## config.mk

```make
export PLATFORM = sky130hd
export DESIGN_NAME = serial_adder_ctrl
export DESIGN_NICKNAME = d
export VERILOG_FILES = /design/src/rtl/serial_adder_pkg.sv /design/src/rtl/serial_adder_ctrl_fulladder.sv /design/src/rtl/serial_adder_ctrl.sv
export SDC_FILE = /design/constraint.sdc
export NUM_CORES = 1
export LEC_CHECK = 0
export ABC_AREA = 0
export ABC_CLOCK_PERIOD_IN_PS = 1150
export CORE_MARGIN = 8
export CORE_UTILIZATION = 43
export CTS_CLUSTER_SIZE = 24
export DETAILED_ROUTE_END_ITERATION = 8
export GPL_TIMING_DRIVEN = 0
export PLACE_DENSITY = 0.71
export SLEW_MARGIN = 40
export SYNTH_ARGS = -nofsm -noshare
export SYNTH_HDL_FRONTEND = slang
export SYNTH_HIERARCHICAL = 1
export SYNTH_SLANG_ARGS = --single-unit
```

## constraint.sdc

```tcl
create_clock -name i_w_clk -period 1.15 [get_ports i_w_clk]
set_input_delay 0.2875 -clock i_w_clk [delete_from_list [all_inputs] [get_ports i_w_clk]]
set_output_delay 0.2875 -clock i_w_clk [all_outputs]
set_load 0.005 [all_outputs]
```

## src/rtl/serial_adder_pkg.sv

```systemverilog
// ---------------------------------------------------------------------------
// serial_adder_pkg
// Definitions shared by the bit-serial adder controller:
//   ST_IDLE / ST_RUN / ST_DONE : FSM state encodings
//   cnt_width()                : width of the bit counter for a given WIDTH
// ---------------------------------------------------------------------------
package serial_adder_pkg;

    localparam logic [1:0] ST_IDLE = 2'd0;
    localparam logic [1:0] ST_RUN  = 2'd1;
    localparam logic [1:0] ST_DONE = 2'd2;

    // A 1-bit operand still needs a 1-bit counter, so clamp at 1.
    function automatic int unsigned cnt_width(input int unsigned width);
        int unsigned w;
        if (width > 32'd1) begin
            w = $clog2(width);
        end else begin
            w = 32'd1;
        end
        return w;
    endfunction

endpackage

```

## src/rtl/serial_adder_ctrl_fulladder.sv

```systemverilog
// ---------------------------------------------------------------------------
// fulladder
// One-bit full adder; the only arithmetic element of the serial adder.
// Ports:
//   a_i, b_i, cin_i : addend bits and carry-in
//   sum_o           : a ^ b ^ cin
//   cout_o          : majority(a, b, cin)
// ---------------------------------------------------------------------------
module fulladder (
    input  logic a_i,
    input  logic b_i,
    input  logic cin_i,
    output logic sum_o,
    output logic cout_o
);

    assign sum_o  = a_i ^ b_i ^ cin_i;
    assign cout_o = (a_i & b_i) | (a_i & cin_i) | (b_i & cin_i);

endmodule

```

## src/rtl/serial_adder_ctrl.sv

```systemverilog
// ---------------------------------------------------------------------------
// serial_adder_ctrl
// Adds A + B + cin one bit per clock, LSB first, through a single full adder.
// Parameter:
//   WIDTH     : operand / sum width (1..32)
// Ports:
//   i_w_clk   : clock, rising edge
//   i_w_reset : synchronous active-high reset
//   i_w_start : start request, honoured only in IDLE
//   i_w_a/b   : operands, captured when start is accepted
//   i_w_cin   : carry-in, captured when start is accepted
//   o_w_busy  : high while the addition is in progress
//   o_w_done  : one-cycle pulse, sum and carry are valid
//   o_w_sum   : registered sum (WIDTH bits)
//   o_w_cout  : registered final carry-out
// ---------------------------------------------------------------------------
module serial_adder_ctrl
    import serial_adder_pkg::*;
#(
    parameter int WIDTH = 8
) (
    input  logic             i_w_clk,
    input  logic             i_w_reset,
    input  logic             i_w_start,
    input  logic [WIDTH-1:0] i_w_a,
    input  logic [WIDTH-1:0] i_w_b,
    input  logic             i_w_cin,
    output logic             o_w_busy,
    output logic             o_w_done,
    output logic [WIDTH-1:0] o_w_sum,
    output logic             o_w_cout
);

    localparam int unsigned          CNT_W    = cnt_width(WIDTH);
    localparam logic [CNT_W-1:0]     LAST_CNT = CNT_W'(WIDTH - 1);

    logic [1:0]       state_q, state_d;
    logic [WIDTH-1:0] a_q, a_d;
    logic [WIDTH-1:0] b_q, b_d;
    logic [WIDTH-1:0] sum_q, sum_d;
    logic [CNT_W-1:0] cnt_q, cnt_d;
    logic             carry_q, carry_d;
    logic             cout_q, cout_d;
    logic             busy_q, busy_d;
    logic             done_q, done_d;

    logic             fa_sum_s;
    logic             fa_cout_s;
    logic [WIDTH-1:0] sum_shift_s;

    fulladder u_fa (
        .a_i    (a_q[0]),
        .b_i    (b_q[0]),
        .cin_i  (carry_q),
        .sum_o  (fa_sum_s),
        .cout_o (fa_cout_s)
    );

    // New sum bit enters at the MSB; after WIDTH shifts the first bit sits at the LSB.
    generate
        if (WIDTH == 1) begin : g_shift_w1
            assign sum_shift_s = fa_sum_s;
        end else begin : g_shift_wn
            assign sum_shift_s = {fa_sum_s, sum_q[WIDTH-1:1]};
        end
    endgenerate

    // Next-state and datapath update for IDLE / RUN / DONE.
    always_comb begin
        state_d = state_q;
        a_d     = a_q;
        b_d     = b_q;
        sum_d   = sum_q;
        cnt_d   = cnt_q;
        carry_d = carry_q;
        cout_d  = cout_q;
        busy_d  = busy_q;
        done_d  = 1'b0;

        case (state_q)
            ST_IDLE: begin
                if (i_w_start) begin
                    state_d = ST_RUN;
                    a_d     = i_w_a;
                    b_d     = i_w_b;
                    carry_d = i_w_cin;
                    cnt_d   = '0;
                    sum_d   = '0;
                    cout_d  = 1'b0;
                    busy_d  = 1'b1;
                end else begin
                    state_d = ST_IDLE;
                    busy_d  = 1'b0;
                end
            end
            ST_RUN: begin
                sum_d   = sum_shift_s;
                carry_d = fa_cout_s;
                a_d     = a_q >> 1'b1;
                b_d     = b_q >> 1'b1;
                cnt_d   = cnt_q + CNT_W'(1);
                if (cnt_q == LAST_CNT) begin
                    // Last bit: publish carry and raise done together with the final sum.
                    state_d = ST_DONE;
                    cout_d  = fa_cout_s;
                    busy_d  = 1'b0;
                    done_d  = 1'b1;
                end else begin
                    state_d = ST_RUN;
                    busy_d  = 1'b1;
                end
            end
            ST_DONE: begin
                state_d = ST_IDLE;
                busy_d  = 1'b0;
            end
            default: begin
                state_d = ST_IDLE;
                busy_d  = 1'b0;
            end
        endcase
    end

    // State and datapath registers with synchronous reset taking priority.
    always_ff @(posedge i_w_clk) begin
        if (i_w_reset) begin
            state_q <= ST_IDLE;
            a_q     <= '0;
            b_q     <= '0;
            sum_q   <= '0;
            cnt_q   <= '0;
            carry_q <= 1'b0;
            cout_q  <= 1'b0;
            busy_q  <= 1'b0;
            done_q  <= 1'b0;
        end else begin
            state_q <= state_d;
            a_q     <= a_d;
            b_q     <= b_d;
            sum_q   <= sum_d;
            cnt_q   <= cnt_d;
            carry_q <= carry_d;
            cout_q  <= cout_d;
            busy_q  <= busy_d;
            done_q  <= done_d;
        end
    end

    assign o_w_busy = busy_q;
    assign o_w_done = done_q;
    assign o_w_sum  = sum_q;
    assign o_w_cout = cout_q;

endmodule

```

==> impl_metrics.tcl <==
set metrics [dict create \
    status "finished with violations" \
    die_w_um 71.6 \
    ctsRootBufferMaster "clkbuf_4" \
    grt_use_total_pct 14.9 \
    start_kind "register" \
    min_period_ps 1260 \
    drcViolationCount 0 \
    start_util_pct 44.2 \
    area_delta_synth_final_pct 65.4 \
    cp-end-kind "register" \
    nets 211 \
    layout_setup_ws_ps -111 \
    cts_buffers 5 \
    cts_hold_buf 0 \
    failed_checks "setup timing" \
    antenna_cells 0 \
    htreeDepth 2 \
    synth_nets 156 \
    worst_slew_pin_slew_ps 466 \
    routed_wl_um 3890 \
    die_h_um 71.6 \
    setup_violations 11 \
    clk_latency_ps 330 \
    drive_gt1_share_pct 61.2 \
    crit_required_ps 1390 \
    ys_ff_latch 32 \
    placed_area_um2 1750 \
    cp_data_arrival_time_ps 1500 \
    drt-wirelength-per-cell_um 17.6 \
    hold_violations 0 \
    global_route.overflow_total 0 \
    gp_congestion 0.742 \
    layout_common_cells "dfxtp_1, clkdlybuf4s50_1, a211oi_2" \
    slew_headroom_pct 69.0 \
    holdWs_ps 507 \
    syn_avg_cell_area_um2 10.1 \
    p_per_area_nw_per_um2 1120 \
    routed_via_density 5.59 \
    grt_pass1_vias 1320 \
    dieArea_um2 5120 \
    cap_violations 0 \
    grt_max_degree 11 \
    grt_pass1_wl_um 6150 \
    ys_warn_count 6 \
    dr.pass1.iters 4 \
    p_total_mw 2.46 \
    netlist_area_um2 1330 \
    clk_pin_slew_ps 100 \
    fin_crit_sh_pct 110 \
    path_class "reg2reg" \
    dpl.hpwl_um 2350 \
    fin_util_pct 73.1 \
    num_rows 20 \
    synth_cells 132 \
    hold_path.class "reg2reg" \
    final_cell_area_um2 2200 \
    core_um2 3000 \
    ant_nets 0 \
    vias 1236 \
    fmax_ghz 0.793 \
    antenna_found_initial 0 \
    clock-sinks 32 \
    leakage_nw 0.859 \
    clockBufferDepth 2 \
    portBuffers 30 \
    ys_seq_area_share_pct 48.3 \
    vdd_drop_max_uv 731 \
    drv_slew 0 \
    fin_tns_setup_ps -279 \
    synth.distinct_cells 25 \
    rsz0062_at_grt "true" \
    num_io_pins 31 \
    drt_iter0_drc 48 \
    tritoncts "built" \
    path_max_fanout 7 \
    finClkSkew_ps 7.95 \
]
==> final timing paths <==
path	startpoint	to	slack, ps	cells past startpoint
max	state_q[0]$_SDFF_PP0_	o_w_cout$_SDFFE_PP0P_	-110	6
min	b_q[0]$_SDFFE_PP0P_	b_q[0]$_SDFFE_PP0P_	510	2
max reg2reg	state_q[0]$_SDFF_PP0_	o_w_cout$_SDFFE_PP0P_	-110	6
min reg2reg	b_q[0]$_SDFFE_PP0P_	b_q[0]$_SDFFE_PP0P_	510	2
==> per-layer routing <==
metal,track usage (%),routed length [um]
met4,7.48,80
met1,15.2,1640
met5,0,0
met3,5.44,191
met2,26.2,1980
==> layout make-up <==
type	count	area (um^2)
Multi-Input combinational cell	87	893
Fill cell	212	807
Sequential cell	32	661
Timing Repair Buffer	49	429
Buffer	10	105
Clock buffer	8	58.8
Tap cell	33	41.3
Inverter	2	7.51
==> state kept, by name (all words and copies together) (netlist names) <==
signal    flops
o_w_sum       8
o_w_cout      1
o_w_done      1
a_q           8
carry_q       1
state_q       2
b_q           8
cnt_q         3
==> report_power, final <==
part	leakage [nW]	switching, mW	internal (mW)	total [mW]
clock	0.0326	0.366	0.302	0.667
sequential	0.269	0.0686	1.17	1.24
combinational	0.557	0.244	0.312	0.556
==> logic make-up (layout without fill, tap and decap cells) <==
logic type,Yosys count,count (layout),synth area share (%)
multiplexers,2,2,1.51
buffers and inverters,13,69,5.75
flip-flops,32,32,48.3
AO/OA/AOI/OAI,45,45,27.9
adder cells (fa/ha/maj),4,4,4.34
AND/OR/NAND/NOR,36,36,12.3
==> worst max-delay path, cell delays in order, from the launching register on <==
cell      delay [ps]
dfxtp_2          330
buf_6            130
buf_6            110
o21bai_4         210
buf_6            160
nand2_1           70
a31oi_1          160
==> cells in the mapped netlist, drive strengths merged <==
cell type / n / area, um^2
nand2b: 1 / 8.76
fa: 1 / 20.0
nand3b: 1 / 7.51
nand2: 1 / 3.75
buf: 9 / 61.3
o21bai: 1 / 11.3
and2b: 1 / 7.51
mux2i: 2 / 20.0
nor3b: 1 / 7.51
a22oi: 12 / 90.1
a31oi: 1 / 6.26
dfxtp: 32 / 641
and3b: 2 / 17.5
o21ba: 1 / 10.0
nor2: 28 / 105
o22ai: 14 / 87.6
inv: 2 / 7.51
nand3: 1 / 5.00
a211oi: 16 / 165
clkbuf: 2 / 7.51
ha: 3 / 37.5
==> timing repair <==
item                                    4_1_cts  5_1_grt
gates resized for setup                      83       40
endpoints found under the setup margin       40       31
cloned                                        2        1
pin swaps                                    17       23
buffers inserted                             14        2
hold endpoints to repair                      0        0
==> metrics by stage <==
| step | cells | setup WS, ps |
|---|---|---|
| final | 221 | -111 |
| after global routing | 221 | -144 |
| after CTS | 219 | -38.9 |
| after detailed placement | 195 | -492 |
| after global placement | 195 | -431 |
| after floorplan | 132 | 2.38 |
(Power assumes the default switching activity.)
